### config.mk
export PLATFORM = sky130hd
export DESIGN_NAME = pinwheel_hart_sched
export DESIGN_NICKNAME = d
export VERILOG_FILES = /design/src/rtl/pinwheel_pkg.sv /design/src/rtl/pinwheel_rr_pick.sv /design/src/rtl/pinwheel_hart_sched.sv
export SDC_FILE = /design/constraint.sdc
export NUM_CORES = 1
export LEC_CHECK = 0
export CAP_MARGIN = 10
export CORE_MARGIN = 1
export CORE_UTILIZATION = 50
export DETAILED_ROUTE_END_ITERATION = 10
export GPL_ROUTABILITY_DRIVEN = 0
export PLACE_DENSITY = 0.71
export SYNTH_ARGS = -nofsm -noshare
export SYNTH_HDL_FRONTEND = slang
export SYNTH_HIERARCHICAL = 1
export SYNTH_SLANG_ARGS = --single-unit
### constraint.sdc
create_clock -name clock -period 6.97 [get_ports clock]
set_input_delay 1.7425 -clock clock [delete_from_list [all_inputs] [get_ports clock]]
set_output_delay 1.7425 -clock clock [all_outputs]
set_load 0.05 [all_outputs]
### src/rtl/pinwheel_pkg.sv
// pinwheel_pkg: shared hart-state encoding and error-cause bit positions for the pinwheel hart scheduler
package pinwheel_pkg;
    typedef enum logic [1:0] {PARKED, READY, INFLIGHT, WAIT_BUS} hart_state_e;
    localparam int ERR_W           = 4;
    localparam int ERR_RET_STATE   = 0;
    localparam int ERR_D_STATE     = 1;
    localparam int ERR_START_STATE = 2;
    localparam int ERR_MISALIGN    = 3;
endpackage

### src/rtl/pinwheel_rr_pick.sv
// pinwheel_rr_pick: combinational round-robin picker, first set ready bit after ptr with wrap
module pinwheel_rr_pick #(
    parameter int N = 8,
    parameter int B = $clog2(N)
) (
    input  logic [N-1:0] ready,
    input  logic [B-1:0] ptr,
    output logic         found,
    output logic [B-1:0] idx
);
    // scan farthest-to-nearest so the hart closest after ptr wins
    always_comb begin
        found = 1'b0;
        idx = '0;
        for (int i = N; i >= 1; i--) begin
            if (ready[B'(int'(ptr) + i)]) begin
                found = 1'b1;
                idx = B'(int'(ptr) + i);
            end
        end
    end
endmodule

### src/rtl/pinwheel_hart_sched.sv
// pinwheel_hart_sched: per-hart PC/state storage with round-robin issue of ready harts to fetch
module pinwheel_hart_sched
    import pinwheel_pkg::*;
#(
    parameter int                  HART_COUNT = 8,
    parameter int                  HART_BITS  = $clog2(HART_COUNT),
    parameter int                  PC_WIDTH   = 24,
    parameter logic [PC_WIDTH-1:0] RESET_PC   = PC_WIDTH'(24'h400000)
) (
    input  logic                  clock,
    input  logic                  tick_reset_in,
    output logic                  issue_valid,
    output logic [HART_BITS-1:0]  issue_hart,
    output logic [PC_WIDTH-1:0]   issue_pc,
    input  logic                  ret_valid,
    input  logic [HART_BITS-1:0]  ret_hart,
    input  logic [PC_WIDTH-1:0]   ret_next_pc,
    input  logic                  ret_park,
    input  logic                  ret_wait,
    input  logic                  bus_d_valid,
    input  logic [HART_BITS-1:0]  bus_d_source,
    input  logic                  start_valid,
    input  logic [HART_BITS-1:0]  start_hart,
    input  logic [PC_WIDTH-1:0]   start_pc,
    output logic [HART_COUNT-1:0] active_mask,
    output logic                  err_pulse,
    output logic [31:0]           stat_issued
);
    hart_state_e           st   [HART_COUNT];
    hart_state_e           st_n [HART_COUNT];
    logic [PC_WIDTH-1:0]   pc   [HART_COUNT];
    logic [PC_WIDTH-1:0]   pc_n [HART_COUNT];
    logic [HART_COUNT-1:0] ready;
    logic [HART_COUNT-1:0] active_n;
    logic [HART_BITS-1:0]  ptr;
    logic [HART_BITS-1:0]  pick;
    logic                  found;
    logic                  ret_ok;
    logic                  misaligned;
    logic                  d_merge;
    logic [ERR_W-1:0]      cause;

    assign ret_ok     = ret_valid && st[ret_hart] == INFLIGHT;
    assign misaligned = ret_next_pc[1:0] != 2'b00;
    // a wait-return meeting its own D beat in the same cycle consumes that beat
    assign d_merge    = ret_ok && ret_wait && !ret_park && !misaligned &&
                        bus_d_valid && bus_d_source == ret_hart;

    // ready vector for the picker
    always_comb begin
        for (int h = 0; h < HART_COUNT; h++) ready[h] = st[h] == READY;
    end

    pinwheel_rr_pick #(.N(HART_COUNT), .B(HART_BITS)) u_pick (
        .ready(ready),
        .ptr(ptr),
        .found(found),
        .idx(pick)
    );

    // next per-hart state/PC from issue, ret, D and start, all judged on pre-edge state
    always_comb begin
        cause = '0;
        for (int h = 0; h < HART_COUNT; h++) begin
            st_n[h] = (found && pick == HART_BITS'(h)) ? INFLIGHT : st[h];
            pc_n[h] = pc[h];
        end
        if (ret_valid && !ret_ok) cause[ERR_RET_STATE] = 1'b1;
        if (ret_ok) begin
            pc_n[ret_hart] = ret_next_pc;
            st_n[ret_hart] = (misaligned || ret_park) ? PARKED :
                             (ret_wait && !d_merge) ? WAIT_BUS : READY;
            cause[ERR_MISALIGN] = misaligned;
        end
        if (bus_d_valid && st[bus_d_source] == WAIT_BUS) st_n[bus_d_source] = READY;
        if (bus_d_valid && st[bus_d_source] != WAIT_BUS && !d_merge) cause[ERR_D_STATE] = 1'b1;
        if (start_valid && st[start_hart] == PARKED) begin
            st_n[start_hart] = READY;
            pc_n[start_hart] = start_pc;
        end
        if (start_valid && st[start_hart] != PARKED) cause[ERR_START_STATE] = 1'b1;
        for (int h = 0; h < HART_COUNT; h++) active_n[h] = st_n[h] != PARKED;
    end

    // state, pointer, registered issue outputs and counters
    always_ff @(posedge clock) begin
        if (tick_reset_in) begin
            for (int h = 0; h < HART_COUNT; h++) begin
                st[h] <= (h == 0) ? READY : PARKED;
                pc[h] <= (h == 0) ? RESET_PC : '0;
            end
            ptr         <= HART_BITS'(HART_COUNT - 1);
            issue_valid <= 1'b0;
            issue_hart  <= '0;
            issue_pc    <= '0;
            active_mask <= HART_COUNT'(1);
            err_pulse   <= 1'b0;
            stat_issued <= '0;
        end else begin
            for (int h = 0; h < HART_COUNT; h++) begin
                st[h] <= st_n[h];
                pc[h] <= pc_n[h];
            end
            ptr         <= found ? pick : ptr;
            issue_valid <= found;
            issue_hart  <= found ? pick : '0;
            issue_pc    <= found ? pc[pick] : '0;
            active_mask <= active_n;
            err_pulse   <= |cause;
            stat_issued <= stat_issued + 32'(issue_valid);
        end
    end
endmodule
==> results of run 1 <==
==> registers in the layout, summed over array words and instances, names as in the netlist <==
register,count
st,16
ptr,3
active_mask,8
issue_pc,24
pc,192
stat_issued,32
err_pulse,1
issue_hart,3
issue_valid,1
==> worst register-to-register path: cells and delay by family (launching register included) <==
family / cells / cell delay (ns)
simple gates: 4 / 1.23
mux: 2 / 0.94
fa+ha+maj: 1 / 0.54
flops: 1 / 0.82
compound gates: 5 / 1.05
buf+inv: 1 / 0.13
==> stage by stage <==
stage                     total power, mW  area, sq um  hold slack, ns  setup WS (ns)
final                                5.94        16400           0.523           2.14
after global routing                 6.20        16400           0.556           1.82
after CTS                            5.94        16400           0.521           2.19
after detailed placement             4.41        15400           0.501           1.74
after global placement               4.38        15400           0.493           1.89
after floorplan                      3.69        14000           0.443           2.90
==> kinds of logic after synthesis <==
family / Yosys count / share of synthesized area
simple gates: 338 / 0.118
fa+ha+maj: 4 / 0.00357
buf+inv: 150 / 0.0480
xor+xnor: 36 / 0.0225
mux: 275 / 0.250
compound gates: 381 / 0.158
flops: 280 / 0.399
==> per-layer routing <==
| layer | global-route usage | wire length [microns] |
|---|---|---|
| met5 | 0 | 0 |
| met4 | 0.120 | 1580 |
| met3 | 0.0350 | 3080 |
| met2 | 0.441 | 18000 |
| met1 | 0.369 | 17300 |
==> area by class of cell <==
type                       instances  area [sq um]  area share
clock buffer                      43           890      0.0543
clock inverter                    11          75.1     0.00459
inverter                          14          52.6     0.00321
multi-input combinational       1034          7810       0.477
sequential                       280          5610       0.342
tap                              372           465      0.0284
timing repair buffer             152          1470      0.0896
==> cells in the mapped netlist (all sizes together) (2+ instances only) <==
cell type	number	area share
dfxtp	280	0.40
mux2i	203	0.14
o21ai	176	0.063
a21oi	112	0.040
nand2	112	0.030
clkbuf	97	0.027
nor2	82	0.022
mux4	59	0.095
buf	39	0.018
a211oi	29	0.016
a22o	26	0.016
nand3	24	0.0093
xor2	22	0.014
nor2b	21	0.0099
nand4	19	0.0085
and3	14	0.0066
inv	14	0.0037
xnor2	14	0.0087
mux2	13	0.011
nor3	12	0.0043
a31oi	10	0.0045
nand2b	10	0.0045
and4	8	0.0050
nor4	6	0.0031
or3	6	0.0028
and2	5	0.0022
nand3b	5	0.0027
or2	5	0.0022
a221oi	4	0.0029
ha	4	0.0036
a22oi	3	0.0016
nor3b	3	0.0016
o211ai	3	0.0016
o21bai	3	0.0016
a41o	2	0.0015
nand4b	2	0.0012
o2111ai	2	0.0017
o22ai	2	0.00089
==> final timing paths <==
kind | end | slack (ns)
setup / recovery | active_mask[2] | 2.14
hold reg to reg | stat_issued[31] | 0.52
hold / removal | stat_issued[31] | 0.52
setup reg to reg | active_mask[2] | 2.14
==> power by group <==
part / switching [mW] / internal, mW / leakage (nW)
Clock: 0.655 / 0.884 / 0.478
Sequential: 0.117 / 1.73 / 2.27
Combinational: 1.54 / 1.02 / 3.64
==> out/qor.yml, run 1 <==
sta:
  setup-violations-final: 0
  period_share: 0.692
  hold_viol_final: 0
  fin_tns_setup_ns: 0
  fin_crit_ns: 4.83
  rsz0062_at_grt: "no"
  clock_skew_ns: 0.0204
  finalMaxSlewViolations: 0
  slew_headroom: 0.210
  tightest_slew_ns: 1.18
  fmax_ghz: 0.207
die:
  initial_core_util: 0.515
  fp.dieH_microns: 170
  die_area_sq_mm: 0.0288
  core-area_sq_mm: 0.0273
  ios: 133
  core.rowCount: 60
  die_x_microns: 170
drt:
  first_iter_violations: 1116
  drcViolationCount: 0
  ant_nets: 0
  drt_wl_total_mm: 39.9
  dr.pass1.iters: 5
  dr_total_vias: 11800
  viasPerCell: 6.17
  wire_per_inst_microns: 20.9
power_and_ir_drop:
  cellLeakagePower_nw: 6.39
  ir_worst_vdd_v: 0.000430
  p_per_area_mw_per_mm2: 363
yosys:
  ys_ff_latch: 280
  synth_area_sq_mm: 0.0140
  ys_async_sr_fraction: 0
  synth-edff-count: 0
  ys_seq_area_frac: 0.399
  yosys_warnings: 6
  synth.distinct_cells: 66
  synthCells: 1464
  ys_dominant_reg_cell: "dfxtp_1"
  syn_avg_cell_area_sq_um: 9.59
  syn_nets: 1532
clock_network:
  post_cts_buffers: 0
  clkTransAtPathRegs_ns: 0.07
  cts_sinks: 280
  clk_latency_ns: 0.57
  numCtsBuffers: 30
  clock_path_buffers: 3
  hold_buffers: 0
  htree_levels: 1
  cts.repair.resized: 0
  cts_tree: "built"
  cts_root_buf: "clkbuf_16"
critical_path:
  path_depth: 13
  start_kind: "register"
  crit_path_end_kind: "register"
  r2r_cells: 13
  r2r_start: "ptr[0]"
  path_cells: "inv_1, ha_1, mux4_2, mux2_2, a221oi_1, o211ai_1, nand3_2, nor2b_1, nand2_1, nand2_1, a31oi_1, a41o_2, o21bai_1"
  timing.critical_path.from: "ptr[0]"
  required_ns: 7.40
  crit_arrival_ns: 5.25
  cpMostUsedCell: "nand2_1"
  cp_max_fo: 27
  path_class: "register to register"
  cp.buffers_inverters: 1
  crit_family: "simple AND/OR/NAND/NOR gates"
  slowest_delay_ns: 0.82
  critPathSlowestCell: "dfxtp_1"
final_layout:
  antennaDiodeCount: 0
  fillers: 2330
  area_growth_pct: 16.6
  drive_gt1_frac: 0.113
  final_cells: 1906
  utilization: 0.601
  final_cell_mix: "dfxtp_1, mux2i_1, o21ai_0"
  layout_commonest_cell: "dfxtp_1"
  layout.nets: 1580
place:
  dp_hpwl_mm: 24.1
  numPortBuffers: 132
  dpl.cell_count: 1852
grt:
  grt_overflow: 0
  grt_pass1_vias: 11100
  grt_max_degree: 86
  track_usage: 0.274
  grt_pass1_wl_mm: 61.9
  antenna_found_initial: 0
job:
  drv_cap: 0
status:
  outcome: "completed"
hold_path:
  hp-start: "stat_issued[31]"
  holdCritPathClass: "register to register"
  holdPathStages: 2
Power figures use the tool's default switching activity.
==> run 2, diff against run 1 <==
PLACE_DENSITY = 0.74   (was 0.71)
clock period = 4.12 ns   (was 6.97 ns; I/O delays follow)
==> out/qor.yml, run 2 (synthesized netlist as in run 1, its figures left out) <==
clock_network:
  htree_levels: 1  # unchanged
  cts_tree: "built"
  clk_latency_ns: 0.56  # about the same
  cts_root_buf: "clkbuf_16"
  post_cts_buffers: 0  # unchanged
  hold_buffers: 0  # unchanged
  cts_sinks: 280  # unchanged
  clock_path_buffers: 3  # unchanged
  cts.repair.resized: 0  # unchanged
  clkTransAtPathRegs_ns: 0.06  # about the same
  numCtsBuffers: 29  # -3.3%
place:
  numPortBuffers: 132  # unchanged
  preCtsSetupSlack_ns: 0.231  # -1.51 ns
  dp_hpwl_mm: 25.2  # +4.8%
die:
  core.rowCount: 60  # unchanged
  die_x_microns: 170  # unchanged
  core-area_sq_mm: 0.0273  # unchanged
  initial_core_util: 0.515  # unchanged
  die_area_sq_mm: 0.0288  # unchanged
  fp.dieH_microns: 170  # unchanged
  ios: 133  # unchanged
hold_path:
  holdPathStages: 2  # unchanged
  hp-start: "stat_issued[31]"
  min_to: "stat_issued[31]"
  holdCritPathClass: "register to register"
final_layout:
  drive_gt1_frac: 0.132  # +0.0191
  area_growth_pct: 19.9
  fillers: 2229  # -4.3%
  largest_reg_flops: 192  # unchanged
  reg.largest.list: "pc x192, stat_issued x32, issue_pc x24"
  final_cell_mix: "dfxtp_1, mux2i_1, o21ai_0"
  layout.nets: 1615  # +2.2%
  top_register: "pc"
  layout_commonest_cell: "dfxtp_1"
sta:
  finalMaxSlewViolations: 0  # unchanged
  setup_slack_ns: 0.155  # -1.99 ns
  setup-violations-final: 0  # unchanged
  fmax_ghz: 0.252  # +22%
  rsz0062_at_grt: "no"
  slew_headroom: 0.342  # +0.132
  period_share: 0.962  # +0.270
  clock_skew_ns: 0.0119  # -0.00855 ns
  hold_viol_final: 0  # unchanged
  fin_tns_setup_ns: 0  # unchanged
  hold_ws_ns: 0.528  # +0.00472 ns
  fin_crit_ns: 3.97  # -0.861 ns
  tightest_slew_ns: 0.988  # -0.193 ns
grt:
  antenna_found_initial: 2  # +2
  track_usage: 0.280  # +0.00608
  grt_pass1_vias: 11600  # +4.0%
  grt_overflow: 0  # unchanged
  grt_pass1_wl_mm: 64.0  # +3.3%
  grt_max_degree: 78  # -9.3%
critical_path:
  cpMostUsedCell: "mux4_2"
  reg2reg_to: "issue_pc[6]"
  crit_family: "multiplexers"
  crit_arrival_ns: 4.41  # -0.84 ns
  rrSetupSlack_ns: 0.15  # -1.99 ns
  start_kind: "register"
  cp.buffers_inverters: 2  # +1
  required_ns: 4.57  # -2.83 ns
  r2r_start: "ptr[1]"
  r2r_cells: 10  # -3
  path_cells: "inv_1, ha_1, mux4_2, mux2_2, a21oi_1, o21ai_0, a31oi_4, buf_4, mux4_2, a22o_1"
  path_class: "register to register"
  crit_path_end_kind: "register"
  slowest_delay_ns: 0.62  # -0.20 ns
  cp_max_fo: 13  # -52%
  critPathSlowestCell: "mux4_2"
drt:
  wire_per_inst_microns: 20.7  # -1.2%
  first_iter_violations: 1290  # +16%
  dr_total_vias: 11900  # +0.99%
  dr.pass1.iters: 5  # unchanged
  drcViolationCount: 0  # unchanged
  drt_wl_total_mm: 40.2  # +0.75%
  viasPerCell: 6.11  # -0.99%
  ant_nets: 0  # unchanged
status:
  outcome: "completed"
job:
  drv_cap: 0  # unchanged
power_and_ir_drop:
  cellLeakagePower_nw: 6.63  # +3.8%
  ir_worst_vdd_v: 0.000688  # +60%
  p_per_area_mw_per_mm2: 629  # +73%
-- run 2: cell types whose count changed in the layout (fill, tap and decap cells not counted), moves of 2 or more --
cell | previous run | this run
bufinv_16 | 0 | 5
buf_12 | 0 | 11
diode_2 | 0 | 2
buf_4 | 20 | 45
clkbuf_8 | 9 | 4
-- run 2: metal layers --
metal / up-vias / part of all wire / GRT usage / routed length [microns]
met4: 2 / 0.030 / 0.0999 / 1200
met2: 580 / 0.46 / 0.460 / 18600
li1: 5517 / - / - / -
met5: - / 0.00032 / 0 / 13
met3: 114 / 0.079 / 0.0420 / 3160
met1: 5665 / 0.43 / 0.374 / 17300
-- run 2: worst reg2reg max path: cells and delay by family, from the launching register on --
family,cells,cell delay [ns]
flip-flops,1,0.33
adder cells (fa/ha/maj),1,0.50
multiplexers,3,1.46
buffers and inverters,2,0.41
AO/OA/AOI/OAI,4,1.16
-- run 2: worst max-delay path by stage --
stage	startpoint	to	slack, ns	depth (start not counted)
6_report	ptr[1]	issue_pc[6]	0.15	10
4_1_cts	ptr[1]	issue_pc[6]	0.21	10
3_3_place_gp	ptr[1]	issue_pc[5]	0.35	10
5_1_grt	ptr[1]	active_mask[1]	0.003	13
2_1_floorplan	ptr[1]	issue_pc[2]	0.05	13
3_5_place_dp	ptr[1]	issue_pc[6]	0.23	10
-- run 2: final cells by class --
type,count,area (sq um),area share
Antenna cell,2,5.00,0.000297
Clock buffer,38,800,0.0475
Clock inverter,16,220,0.0131
Inverter,14,52.6,0.00312
Multi-Input combinational cell,1034,7810,0.464
Sequential cell,280,5610,0.333
Tap cell,372,465,0.0277
Timing Repair Buffer,188,1870,0.111
-- run 2: power breakdown --
part | internal, mW | switching (mW)
registers | 2.92 | 0.141
clock network | 1.68 | 1.12
logic | 2.02 | 2.70
total | 6.62 | 3.96
-- run 2: per-stage QoR --
| step | area [sq um] | utilization | power [mW] | std cells |
|---|---|---|---|---|
| after floorplan | 14000 | - | 6.24 | 1464 |
| after global placement | 15800 | 0.580 | 7.70 | 1888 |
| after detailed placement | 15800 | 0.580 | 7.77 | 1888 |
| after CTS | 16800 | 0.617 | 10.6 | 1942 |
| after global routing | 16800 | 0.617 | 11.0 | 1942 |
| final | 16800 | 0.618 | 10.6 | 1944 |
==> run 3, diff against run 2 <==
RECOVER_POWER = 100   (was unset)
==> out/qor.yml, run 3 (synthesized netlist as in run 1, its figures left out) <==
die:
  fp.dieH_microns: 170  # unchanged
  core.rowCount: 60  # unchanged
  die_x_microns: 170  # unchanged
  initial_core_util: 0.515  # unchanged
  die_area_sq_mm: 0.0288  # unchanged
  ios: 133  # unchanged
  core-area_sq_mm: 0.0273  # unchanged
drt:
  wl_met3_mm: 3.22  # +2.0%
  met1_length_mm: 17.2  # -0.44%
  drt_wl_total_mm: 40.3  # +0.12%
  viasPerCell: 6.12  # +0.19%
  dr.max_layer_used: "met5"
  met2_length_mm: 18.6  # about the same
  dr.pass1.iters: 8  # +3
  wire_per_inst_microns: 20.7  # +0.12%
  dr_total_vias: 11900  # +0.19%
  ant_nets: 0  # unchanged
  first_iter_violations: 1195  # -7.4%
  drcViolationCount: 0  # unchanged
clock_network:
  numCtsBuffers: 29  # unchanged
  cts_root_buf: "clkbuf_16"
  htree_levels: 1  # unchanged
  clock_path_buffers: 3  # unchanged
  post_cts_buffers: 0  # unchanged
  cts_tree: "built"
  clkTransAtPathRegs_ns: 0.06  # about the same
  cts_sinks: 280  # unchanged
  hold_buffers: 0  # unchanged
  cts.repair.resized: 0  # unchanged
  clk_latency_ns: 0.56  # about the same
critical_path:
  cp_max_fo: 24  # +11
  start_kind: "input port"
  r2r_start: "ptr[1]"
  r2r_cells: 10  # unchanged
  crit_path_end_kind: "register"
  crit_arrival_ns: 4.36  # -0.05 ns
  rrSetupSlack_ns: 0.19  # +0.04 ns
  reg2reg_to: "issue_pc[6]"
  timing.critical_path.from: "ret_hart[1]"
  path_class: "input port to register"
  required_ns: 4.54  # -0.03 ns
sta:
  fin_tns_setup_ns: 0  # unchanged
  period_share: 0.957  # -0.00552
  rsz0062_at_grt: "no"
  clock_skew_ns: 0.0126  # +0.000683 ns
  finalMaxSlewViolations: 0  # unchanged
  slew_headroom: 0.232  # -0.110
  tightest_slew_ns: 1.15  # +0.165 ns
  setup-violations-final: 0  # unchanged
  fmax_ghz: 0.254  # +0.58%
  hold_viol_final: 0  # unchanged
  fin_crit_ns: 3.94  # -0.0227 ns
status:
  outcome: "completed"
grt:
  grt_pass1_wl_mm: 64.0  # unchanged
  grt_pass1_vias: 11600  # unchanged
  grt_max_degree: 78  # unchanged
  track_usage: 0.280  # unchanged
  grt_overflow: 0  # unchanged
  antenna_found_initial: 2  # unchanged
final_layout:
  top_register: "pc"
  layout_commonest_cell: "dfxtp_1"
  multiInputGateArea_sq_mm: 0.00775  # -0.72%
  largest_reg_flops: 192  # unchanged
  area_growth_pct: 18.6
  final_cell_mix: "dfxtp_1, mux2i_1, o21ai_0"
  drive_gt1_frac: 0.122  # -0.00955
  layout.nets: 1615  # unchanged
  regArea_sq_mm: 0.00561  # unchanged
  fillers: 2261  # +1.4%
  reg.largest.list: "pc x192, stat_issued x32, issue_pc x24"
power_and_ir_drop:
  ir_worst_vdd_v: 0.000681  # -0.96%
  power_mw: 10.5  # -0.88%
  p_per_area_mw_per_mm2: 630  # +0.18%
  cellLeakagePower_nw: 6.79  # +2.4%
job:
  drv_cap: 0  # unchanged
hold_path:
  min_to: "stat_issued[31]"
  holdCritPathClass: "register to register"
  holdPathStages: 2  # unchanged
  hp-start: "stat_issued[31]"
place:
  dp_hpwl_mm: 25.2  # unchanged
  numPortBuffers: 132  # unchanged
run 3: cell count changes in the layout (fill, tap and decap cells not counted), sizes merged:
cell / delta
clkdlybuf4s50: -71
dlygate4sd3: +71
buf: -12
clkbuf: +12
run 3: area by class of cell:
cell class                 count  share of cell area
clock buffer                  38              0.0480
multi-input combinational   1034               0.465
timing repair buffer         188               0.105
tap                          372              0.0280
clock inverter                16              0.0132
inverter                      14             0.00316
sequential                   280               0.337
antenna                        2            0.000301
run 3: worst max-delay path by stage:
stage / slack [ns] / end / depth (start not counted)
after floorplan: 0.05 / issue_pc[2] / 13
after detailed placement: 0.23 / issue_pc[6] / 10
after CTS: 0.21 / issue_pc[6] / 10
final: 0.18 / pc[7][1] / 9
after global routing: 0.003 / active_mask[1] / 13
after global placement: 0.35 / issue_pc[5] / 10
run 3: critical path: stages:
cell	delay (ns)
dlygate4sd3_1	0.71
clkbuf_1	0.29
mux2i_1	0.27
o211ai_1	0.15
a211oi_1	0.51
and2_0	0.20
clkbuf_2	0.80
mux2i_1	0.28
a21oi_1	0.10
run 3: per-stage QoR:
stage,hold slack [ns],utilization,cell area (sq um),setup WS (ns),instances
after floorplan,0.443,-,14000,0.0462,1464
after global routing,0.551,0.611,16600,0.00278,1942
after global placement,0.495,0.580,15800,0.350,1888
after CTS,0.526,0.617,16800,0.213,1942
after detailed placement,0.512,0.580,15800,0.231,1888
final,0.521,0.611,16700,0.177,1944
run 3: power breakdown:
part           internal, mW  switching, mW  leakage, nW
clock network          1.68           1.12        0.495
registers              2.92          0.138         2.27
logic                  1.96           2.67         4.02
run 3: metal layers:
metal,up-vias,track usage
met1,5688,0.374
met5,-,0
met3,119,0.0420
li1,5525,-
met2,566,0.460
met4,2,0.0999
